===== src/rtl/led_pkg.sv =====
// Shared types and default 100 MHz timing for the WS2812 strand driver.
package led_pkg;

  typedef enum logic [1:0] {
    LATCH,
    WAIT_COLOR,
    SEND
  } state_t;

  localparam int COLOR_BITS = 24;

  localparam int DEFAULT_BIT_CYCLES   = 125;
  localparam int DEFAULT_T0H_CYCLES   = 35;
  localparam int DEFAULT_T1H_CYCLES   = 70;
  localparam int DEFAULT_RESET_CYCLES = 30000;

  // Wire order on the strand is green, red, blue, MSB first.
  typedef struct packed {
    logic [7:0] g;
    logic [7:0] r;
    logic [7:0] b;
  } grb_t;

endpackage


===== src/rtl/ws2812_bit_encoder.sv =====
// Produces one WS2812 bit waveform per BIT_CYCLES while start is held high;
// bit_done marks the last cycle of each bit so the parent can present the next one.
module ws2812_bit_encoder #(
  parameter int BIT_CYCLES = 125,
  parameter int T0H_CYCLES = 35,
  parameter int T1H_CYCLES = 70
) (
  input  logic clk,
  input  logic rst_n,
  input  logic start,
  input  logic bit_value,
  output logic line,
  output logic bit_done
);

  localparam int CW = $clog2(BIT_CYCLES);

  logic [CW-1:0] cnt;

  assign bit_done = start && (cnt == CW'(BIT_CYCLES - 1));

  // Counter restarts from 0 whenever start drops, so the first high phase
  // always lands one cycle after start rises.
  always_ff @(posedge clk or negedge rst_n) begin
    if (!rst_n) begin
      cnt  <= '0;
      line <= 1'b0;
    end else if (!start) begin
      cnt  <= '0;
      line <= 1'b0;
    end else begin
      line <= bit_value ? (cnt < CW'(T1H_CYCLES)) : (cnt < CW'(T0H_CYCLES));
      cnt  <= bit_done ? '0 : cnt + CW'(1);
    end
  end

endmodule


===== src/rtl/ws2812_strand_driver.sv =====
// Walks the strand LED by LED: requests a colour, shifts its 24 GRB bits out
// through the bit encoder, and closes every frame with a low latch period.
module ws2812_strand_driver
  import led_pkg::*;
#(
  parameter int NUM_LEDS          = 50,
  parameter int LED_ADDRESS_WIDTH = 6,
  parameter int BIT_CYCLES        = DEFAULT_BIT_CYCLES,
  parameter int T0H_CYCLES        = DEFAULT_T0H_CYCLES,
  parameter int T1H_CYCLES        = DEFAULT_T1H_CYCLES,
  parameter int RESET_CYCLES      = DEFAULT_RESET_CYCLES
) (
  input  logic                         clk,
  input  logic                         rst_n,
  input  logic [7:0]                   green_in,
  input  logic [7:0]                   red_in,
  input  logic [7:0]                   blue_in,
  input  logic                         color_valid,
  output logic [LED_ADDRESS_WIDTH:0]   next_led_request,
  output logic                         strand_out,
  output logic                         frame_done,
  output logic                         underrun
);

  localparam int AW  = LED_ADDRESS_WIDTH + 1;
  localparam int LCW = $clog2(RESET_CYCLES);
  localparam int BW  = $clog2(COLOR_BITS);

  // Upstream handshake: next_led_request names the wanted LED and stays stable
  // for a whole LED slot; the colour bytes are taken only on a cycle where
  // color_valid is high at a load point, so color_valid acts as valid and the
  // load point is the implicit ready. No back-pressure is applied upstream.
  state_t                  state;
  logic [LCW-1:0]          latch_cnt;
  logic [AW-1:0]           led_idx;
  logic [COLOR_BITS-1:0]   shift_q;
  logic [BW-1:0]           bit_idx;
  logic                    bit_done;
  grb_t                    color_in;

  assign color_in = {green_in, red_in, blue_in};

  ws2812_bit_encoder #(
    .BIT_CYCLES (BIT_CYCLES),
    .T0H_CYCLES (T0H_CYCLES),
    .T1H_CYCLES (T1H_CYCLES)
  ) u_encoder (
    .clk       (clk),
    .rst_n     (rst_n),
    .start     (state == SEND),
    .bit_value (shift_q[COLOR_BITS-1]),
    .line      (strand_out),
    .bit_done  (bit_done)
  );

  always_ff @(posedge clk or negedge rst_n) begin
    if (!rst_n) begin
      state            <= LATCH;
      latch_cnt        <= '0;
      led_idx          <= '0;
      shift_q          <= '0;
      bit_idx          <= '0;
      next_led_request <= '0;
      frame_done       <= 1'b0;
      underrun         <= 1'b0;
    end else begin
      frame_done <= 1'b0;
      underrun   <= 1'b0;
      case (state)
        LATCH: begin
          if (latch_cnt == LCW'(RESET_CYCLES - 1)) begin
            latch_cnt  <= '0;
            frame_done <= 1'b1;
            state      <= WAIT_COLOR;
          end else begin
            latch_cnt <= latch_cnt + LCW'(1);
          end
        end
        WAIT_COLOR: begin
          if (color_valid) begin
            shift_q          <= color_in;
            led_idx          <= '0;
            bit_idx          <= '0;
            next_led_request <= (NUM_LEDS == 1) ? AW'(NUM_LEDS) : AW'(1);
            state            <= SEND;
          end
        end
        SEND: begin
          if (bit_done) begin
            if (bit_idx == BW'(COLOR_BITS - 1)) begin
              bit_idx <= '0;
              // Back-to-back LEDs: the next colour loads on the same edge the
              // 24th bit ends, so the encoder never sees a gap.
              if (led_idx == AW'(NUM_LEDS - 1)) begin
                state            <= LATCH;
                next_led_request <= '0;
              end else if (color_valid) begin
                shift_q          <= color_in;
                led_idx          <= led_idx + AW'(1);
                next_led_request <= led_idx + AW'(2);
              end else begin
                underrun         <= 1'b1;
                state            <= LATCH;
                next_led_request <= '0;
              end
            end else begin
              shift_q <= {shift_q[COLOR_BITS-2:0], 1'b0};
              bit_idx <= bit_idx + BW'(1);
            end
          end
        end
        default: state <= LATCH;
      endcase
    end
  end

endmodule


===== config.mk =====
export PLATFORM = sky130hd
export DESIGN_NAME = ws2812_strand_driver
export DESIGN_NICKNAME = d
export VERILOG_FILES = /design/src/rtl/led_pkg.sv /design/src/rtl/ws2812_bit_encoder.sv /design/src/rtl/ws2812_strand_driver.sv
export SDC_FILE = /design/constraint.sdc
export NUM_CORES = 1
export LEC_CHECK = 0
export ABC_CLOCK_PERIOD_IN_PS = 2560
export CAP_MARGIN = 25
export CORE_MARGIN = 4
export CORE_UTILIZATION = 35
export CTS_BUF_LIST = sky130_fd_sc_hd__clkbuf_8
export DETAILED_ROUTE_END_ITERATION = 10
export GPL_ROUTABILITY_DRIVEN = 0
export HOLD_SLACK_MARGIN = 0.02
export PLACE_DENSITY = 0.59
export SLEW_MARGIN = 20
export SYNTH_ARGS = -nofsm -noshare
export SYNTH_HDL_FRONTEND = slang
export SYNTH_SLANG_ARGS = --single-unit

===== constraint.sdc =====
create_clock -name clk -period 2.56 [get_ports clk]
set_clock_uncertainty 0.05 [all_clocks]
set_input_delay 0.256 -clock clk [delete_from_list [all_inputs] [get_ports clk]]
set_output_delay 0.256 -clock clk [all_outputs]
set_load 0.01 [all_outputs]

# After elaboration in Yosys (flattened, before gate mapping)
# Index checks and enable logic that the tools add are counted.
# totals
reg_bits	70
word_cells	79
# op_classes
addsub	5
order_cmp	2
eq_ne	14
muxes	40
reduce_logical	8
# ops
op	n
24-bit 2-to-1 mux	4
7-bit 2-to-1 mux	12
24-bit case mux with 2 select lines	1
7-bit case mux with 2 select lines	2
15-bit by 1-bit adder with 15-bit output (second input constant)	1
15-bit equality test (second input constant)	1
15-bit 2-to-1 mux	1
5-bit 2-to-1 mux	3
7-bit by 1-bit adder with 7-bit output (second input constant)	2
2-bit 2-to-1 mux	6
2-bit != test (second input constant)	6
5-bit case mux with 2 select lines	1
1-bit 2-to-1 mux	9
7-bit by 2-bit adder with 7-bit output (second input constant)	1
7-bit by 6-bit equality test with 1-bit output (second input constant)	1
7-bit equality test (second input constant)	1
7-bit by 6-bit less-than comparator with 1-bit output (second input constant)	1
7-bit less-than comparator (second input constant)	1
3-bit != test (second input constant)	2
2-bit case mux with 3 select lines	1
3-bit AND reduction	2
6-bit AND reduction	1
5-bit by 1-bit adder with 5-bit output (second input constant)	1
5-bit equality test (second input constant)	1
7 further kinds	7

# Depth between registers and ports, before layout
# Gate-level depths: netlist (run 1).
# depth
word_depth	6
mapped_depth	8
depth_no_buf	7

# Modules after synthesis
# A second synthesis (run 1) with hierarchy kept.
# unflattened
hier_cells	334
hier_area_um2	3648.5
# by_module_without_submodules
mod	n_inst	cells_per_inst	area_each_um2	seq_area_each_um2
ws2812_strand_driver	1	291	3235.6	1551.5
ws2812_bit_encoder	1	43	412.9	200.2

# Worst setup path after synthesis (run 1)
# No wires, ideal clock.
# synth_path
path_kind	reg2reg
start	register led_idx[1]
end	register shift_q[10]
arrival_time_ns	1.723
required_time_ns	2.373
setup_slack_ns	0.650
stages_incl_launch_ff	9
period_less_slack_ns	1.910
cell_sequence	dfrtp_1 inv_1 ha_1 nor4b_2 nand3_1 o22a_2 a21boi_4 buf_4 a2bb2oi_1
# synth_via
elab_chain_cells	3
# synth_lines
item	line_no	source
from (decl)	ws2812_strand_driver.sv:35	logic [AW-1:0] led_idx;
from (signal assigned)	ws2812_strand_driver.sv:99	led_idx <= led_idx + AW'(1);
7-bit by 6-bit equality test with 1-bit output	ws2812_strand_driver.sv:94	if (led_idx == AW'(NUM_LEDS - 1)) begin
3-bit != test (no source line)	n/a	
3-bit AND reduction (no source line)	n/a	
to (signal assigned)	ws2812_strand_driver.sv:81	shift_q <= color_in;
to (signal assigned)	ws2812_strand_driver.sv:98	shift_q <= color_in;
to (signal assigned)	ws2812_strand_driver.sv:107	shift_q <= {shift_q[COLOR_BITS-2:0], 1'b0};
to (decl)	ws2812_strand_driver.sv:36	logic [COLOR_BITS-1:0] shift_q;
# Every way passes these cells.
# A chain may end at the register's enable or synchronous reset.

# Worst setup path in the final report (run 1)
# layout_path
start	register bit_idx[0]
end	register shift_q[22]
# layout_via
elab_chain_cells	4
# layout_lines
item	line_no	source
from (decl)	ws2812_strand_driver.sv:37	logic [BW-1:0] bit_idx;
from (signal assigned)	ws2812_strand_driver.sv:108	bit_idx <= bit_idx + BW'(1);
5-bit equality test (*)	ws2812_strand_driver.sv:90	if (bit_idx == BW'(COLOR_BITS - 1)) begin
24-bit 2-to-1 mux	ws2812_strand_driver.sv:90	
24-bit 2-to-1 mux	ws2812_strand_driver.sv:89	if (bit_done) begin
24-bit case mux with 2 select lines	ws2812_strand_driver.sv:69	case (state)
# Every way passes the cells marked *; elsewhere a longest branch is shown, timed or not. The select of a mux whose other input is x is not followed.

==> impl_metrics.py, run 1 <==
metrics = {
    "worst_setup_path": {
        "crit_arrival_ps": 2440,
        "critPathTopFamily": "compound AO/OA/AOI/OAI gates",
        "crit_path_start": "bit_idx[0]$_DFFE_PN0P_",
        "max_stage_delay_ps": 560,
        "path_depth": 6,
        "slowest_stage": "a21boi_4",
        "cp_num_buf_inv": 0,
        "end_kind": "flop",
        "path_cells": "ha_1 -> nand4b_1 -> or2_0 -> o22a_2 -> a21boi_4 -> a2bb2oi_1",
        "r2r-start": "bit_idx[0]$_DFFE_PN0P_",
        "r2r_cells": 6,
        "cp-start-kind": "flop",
        "crit_type": "flop to flop",
        "required_ps": 2770,
        "cp_max_fo": 23,
    },
    "timing": {
        "rsz0062_at_grt": "no",
        "fin_crit_ps": 2230,
        "fmax_mhz": 448,
        "setup_viol": 0,
        "drv_slew": 0,
        "setup_tns_ps": 0,
        "fin_ws_ps": 330,
        "slew_headroom": 0.556,
        "min_period_over_period": 0.871,
        "worst_pin_slew_ps": 664,
        "hold_viol": 0,
    },
    "clocking": {
        "cts_tree": "done",
        "cts.path.max_buffers": 2,
        "clk_pin_slew_ps": 70,
        "cts-root-buf": "clkbuf_8",
        "cts_setup_buffers": 0,
        "clock-sinks": 70,
        "cts-htree-levels": 3,
        "clk_latency_ps": 340,
        "cts_made_buffers": 9,
    },
    "final_layout": {
        "areaGrowthSynthToFinish_pct": 20.9,
        "stdcell_area_um2": 4110,
        "post-route-util": 0.440,
        "num_antenna_cells": 0,
        "final_cell_count_no_fill": 505,
        "fin_nets": 406,
        "fillers": 907,
        "drive_gt1_frac": 0.0851,
    },
    "synthesis": {
        "synth_seq_cells": 70,
        "syn_nets": 364,
        "ys_top_cells_by_count": "dfrtp_1, nand2_1, nor2_1",
        "syn_avg_cell_area_um2": 10.3,
        "synth_edf_count": 0,
        "syn_inst": 330,
        "synth_top_area_cell": "dfrtp_1",
        "async_reset_ff_frac": 1.00,
        "ys_seq_area_frac": 0.516,
        "synth_top_cell_area_share": 0.516,
        "synth_cell_types": 48,
        "ys.flop_type": "dfrtp_1",
        "syn_area_um2": 3400,
        "synthTopCellsByArea": "dfrtp_1, a2bb2oi_1, o22ai_1",
        "yosys_warnings": 0,
        "yosysMostFrequentCell": "dfrtp_1",
    },
    "status": {
        "run_status": "finished, final reports clean",
    },
    "route": {
        "routed_wl_um": 7190,
        "vias": 2660,
        "drt_first_pass_iters": 4,
        "wire_per_inst_um": 14.2,
        "viasPerCell": 5.27,
        "ant_nets": 0,
        "drc": 0,
        "drt_iter0_drc": 136,
    },
    "grt": {
        "grt-ovfl-total": 0,
        "grt_max_degree": 27,
        "antenna_found_initial": 0,
        "grt_pass1_vias": 2570,
        "track_usage": 0.136,
        "grt_pass1_wl_um": 12500,
    },
    "die": {
        "ioPinCount": 37,
        "die_x_um": 107,
        "start_util": 0.364,
        "die-area_um2": 11300,
        "core_um2": 9330,
        "rows": 35,
        "fp.dieH_um": 107,
    },
    "place": {
        "dpl.cell_count": 489,
        "portBuffers": 36,
        "dp_hpwl_um": 4900,
        "dp_slack_ps": 364,
        "place_area_um2": 3910,
    },
    "power_and_ir_drop": {
        "max-vdd-ir-drop_mv": 0.298,
        "p_leak_nw": 1.78,
        "powerDensity_nw_per_um2": 505,
    },
    "job": {
        "cap_violations": 0,
    },
    "worst_hold_path": {
        "hp-class": "primary input to async pin",
    },
}
==> area by class of cell <==
| type | count | area [um^2] | share of cell area |
|---|---|---|---|
| Clock buffer | 10 | 138 | 0.0335 |
| Clock inverter | 5 | 51.3 | 0.0125 |
| Inverter | 8 | 30.0 | 0.00731 |
| Multi-Input combinational cell | 238 | 1550 | 0.377 |
| Sequential cell | 70 | 1750 | 0.427 |
| Tap cell | 129 | 161 | 0.0393 |
| Timing Repair Buffer | 45 | 425 | 0.104 |
==> path summary, 6_finish.rpt <==
path	endpoint	slack (ps)
worst min-delay path	frame_done$_DFF_PN0_	370
max in group asynchronous	bit_idx[0]$_DFFE_PN0P_	1350
min in group clk	next_led_request[0]$_DFFE_PN0P_	430
worst max register to register	shift_q[22]$_DFFE_PN0P_	330
worst max-delay path	shift_q[22]$_DFFE_PN0P_	330
worst min register to register	next_led_request[0]$_DFFE_PN0P_	430
==> registers in the layout, summed over array words and instances, names as in the netlist <==
| signal | count |
|---|---|
| frame_done | 1 |
| latch_cnt | 15 |
| shift_q | 24 |
| led_idx | 7 |
| u_encoder.cnt | 7 |
| state | 2 |
| u_encoder.line | 1 |
| underrun | 1 |
| next_led_request | 7 |
| bit_idx | 5 |
==> metrics by stage <==
| stage | hold WS (ps) | power [mW] |
|---|---|---|
| 2_1_floorplan | -89.6 | 1.15 |
| 3_3_place_gp | 203 | 1.21 |
| 3_5_place_dp | 219 | 1.22 |
| 4_1_cts | 379 | 2.10 |
| 5_1_grt | 420 | 2.17 |
| 6_report | 373 | 2.07 |
==> worst reg2reg max path: cells and delay by family, from the launching register on <==
| kind | cells | cell delay [ps] |
|---|---|---|
| AOI/OAI and AO/OA | 3 | 990 |
| and+or+nand+nor | 2 | 450 |
| adders and majority gates | 1 | 250 |
| DFF | 1 | 410 |
==> routing by layer <==
| metal | track usage | vias to the layer above | part of all wire |
|---|---|---|---|
| met2 | 0.197 | 77 | 0.44 |
| li1 | - | 1301 | - |
| met5 | 0 | - | 0 |
| met4 | 0.0384 | 0 | 0.0097 |
| met3 | 0.0437 | 10 | 0.060 |
| met1 | 0.194 | 1272 | 0.49 |
==> what timing repair did <==
action                                  CTS  global route
endpoints found under the hold margin    21             0
endpoints found under the setup margin    0             0
resized for setup                         0             0
hold buffers                              1             0
==> report_power, final <==
group	internal (mW)	switching [mW]
Combinational	0.0456	0.0416
Sequential	1.10	0
Clock	0.465	0.418
==> cell families (layout without fill, tap and decap cells) <==
group | Yosys count | in the layout | share of synthesized area
buffers and inverters | 22 | 68 | 0.0284
AND/OR/NAND/NOR | 120 | 120 | 0.187
flip-flops | 70 | 70 | 0.516
AO/OA/AOI/OAI | 90 | 90 | 0.188
adder cells (fa/ha/maj) | 7 | 7 | 0.0258
multiplexers | 2 | 2 | 0.00589
XOR/XNOR | 19 | 19 | 0.0490
==> cell usage in the layout (no fill, tap or decap), types with 2 or more instances in the layout <==
master,instances
nand3_1,18
a21oi_1,9
nor3_1,6
ha_1,7
inv_1,9
clkbuf_8,10
nand4_1,8
a21o_1,6
mux2i_1,2
dfrtp_1,70
o31ai_1,4
a22o_1,2
a2bb2oi_1,23
and3_1,3
o211ai_1,3
and4_1,3
or2_2,2
or4_1,4
o22ai_1,23
o21ai_0,13
nand2_1,32
nand2b_1,5
xnor2_1,8
clkdlybuf4s50_1,35
clkinv_2,2
buf_4,8
nor2b_1,2
xor2_1,11
nor2_1,24
No activity file was read; power rests on OpenSTA's default activity.
==> run 2: changes to the inputs <==
- GPL_ROUTABILITY_DRIVEN: 0 -> not set
- RECOVER_POWER: not set -> 100
==> run 2 against run 1 <==
Net effect: first-iteration DRC count increased by 15%; count of clock-buffer cells in the layout stayed put; flip-flop and latch count unchanged; combinational power shrank 1%; critical path type unchanged.
==> impl_metrics.py, run 2 (synthesis results as in run 1) <==
metrics = {
    "grt": {
        "track_usage": 0.136,
        "grt_pass1_vias": 2570,
        "grt-ovfl-total": 0,
        "antenna_found_initial": 0,
        "grt_max_degree": 27,
        "grt_pass1_wl_um": 12500,
    },
    "power_and_ir_drop": {
        "max-vdd-ir-drop_mv": 0.298,
        "powerDensity_nw_per_um2": 508,
        "p_total_mw": 2.07,
        "p_leak_nw": 1.80,
    },
    "die": {
        "core_um2": 9330,
        "rows": 35,
        "ioPinCount": 37,
        "start_util": 0.364,
        "die-area_um2": 11300,
        "fp.dieH_um": 107,
        "die_x_um": 107,
    },
    "final_layout": {
        "layout_common_cells": "dfrtp_1, nand2_1, nor2_1, clkdlybuf4s50_1",
        "final_cell_count_no_fill": 505,
        "mostFrequentLayoutCell": "dfrtp_1",
        "largest_reg_flops": 24,
        "fin_nets": 406,
        "areaGrowthSynthToFinish_pct": 20.1,
        "stdcell_area_um2": 4080,
        "fillers": 909,
        "num_antenna_cells": 0,
        "regMostFlops": "shift_q",
        "drive_gt1_frac": 0.0691,
        "largestRegisters": "shift_q x24, latch_cnt x15",
    },
    "worst_setup_path": {
        "cp_num_buf_inv": 0,
        "cp-start-kind": "flop",
        "cp_max_fo": 23,
        "crit_path_start": "bit_idx[0]$_DFFE_PN0P_",
        "max_stage_delay_ps": 560,
        "r2r-start": "bit_idx[0]$_DFFE_PN0P_",
        "crit_type": "flop to flop",
        "crit_arrival_ps": 2430,
        "required_ps": 2770,
        "slowest_stage": "a21boi_4",
        "critPathTopFamily": "compound AO/OA/AOI/OAI gates",
        "path_cells": "ha_1 -> nand4b_1 -> or2_0 -> o22a_2 -> a21boi_4 -> a2bb2oi_1",
        "end_kind": "flop",
    },
    "clocking": {
        "clk_pin_slew_ps": 70,
        "clock-sinks": 70,
        "cts.path.max_buffers": 2,
        "cts_setup_buffers": 0,
        "cts_made_buffers": 9,
        "cts_tree": "done",
        "clk_latency_ps": 340,
        "cts-resized-gates": 0,
        "cts-root-buf": "clkbuf_8",
        "cts-htree-levels": 3,
    },
    "timing": {
        "slew_headroom": 0.163,
        "setup_viol": 0,
        "min_period_over_period": 0.869,
        "rsz0062_at_grt": "no",
        "hold_viol": 0,
        "fin_crit_ps": 2220,
        "setup_tns_ps": 0,
        "fin_ws_ps": 336,
        "drv_slew": 0,
        "fmax_mhz": 450,
        "worst_pin_slew_ps": 1260,
    },
    "place": {
        "dpl.cell_count": 489,
        "gp_congestion": 0.811,
        "dp_slack_ps": 364,
        "portBuffers": 36,
        "place_area_um2": 3910,
        "dp_hpwl_um": 4900,
    },
    "worst_hold_path": {
        "hp-class": "flop to flop",
        "hp-start": "next_led_request[0]$_DFFE_PN0P_",
    },
    "status": {
        "run_status": "finished, final reports clean",
    },
    "route": {
        "wire_per_inst_um": 14.2,
        "drt_iter0_drc": 157,
        "ant_nets": 0,
        "viasPerCell": 5.25,
        "drc": 0,
        "vias": 2649,
        "drt_first_pass_iters": 4,
        "routed_wl_um": 7170,
    },
    "job": {
        "cap_violations": 0,
    },
}
## run 2: cell count changes in the layout (fill, tap and decap cells not counted), sizes merged
cell	before	now
buf	9	3
clkdlybuf4s50	35	25
clkbuf	10	16
dlygate4sd3	1	11
## run 2: what timing repair did
item | 4_1_cts | 5_1_grt
endpoints found under the hold margin | 21 | 0
hold buffers | 1 | 0
endpoints found under the setup margin | 0 | 0
## run 2: path summary, 6_finish.rpt
path	endpoint	slack, ps	cells past startpoint
max in group asynchronous	bit_idx[0]$_DFFE_PN0P_	530	3
hold / removal	next_led_request[0]$_DFFE_PN0P_	420	1
min in group asynchronous	frame_done$_DFF_PN0_	660	2
setup reg to reg	shift_q[22]$_DFFE_PN0P_	340	6
setup / recovery	shift_q[22]$_DFFE_PN0P_	340	6
hold reg to reg	next_led_request[0]$_DFFE_PN0P_	420	1
## run 2: where the power goes
group          switching, mW  total, mW  internal (mW)
clock                  0.418      0.883          0.465
combinational         0.0416     0.0860         0.0445
sequential                 0       1.10           1.10
## run 2: per-stage QoR
stage	hold slack, ps	util
5_1_grt	447	0.438
3_5_place_dp	219	0.419
3_3_place_gp	203	0.419
2_1_floorplan	-89.6	-
6_report	421	0.438
4_1_cts	379	0.440
## run 2: final cells by class
cell class                      count  area [um^2]  area share
Clock buffer                       10          138      0.0337
Clock inverter                      5         51.3      0.0126
Inverter                            8         30.0     0.00736
Multi-Input combinational cell    238         1540       0.378
Sequential cell                    70         1750       0.429
Tap cell                          129          161      0.0395
Timing Repair Buffer               45          408      0.0999
## run 2: per-layer routing
layer	wire length, um	GRT usage	part of all wire	up-vias
li1	-	-	-	1302
met1	3530	0.194	0.49	1263
met2	3130	0.197	0.44	76
met3	441	0.0437	0.061	8
met4	68	0.0384	0.0095	0
met5	0	0	0	-
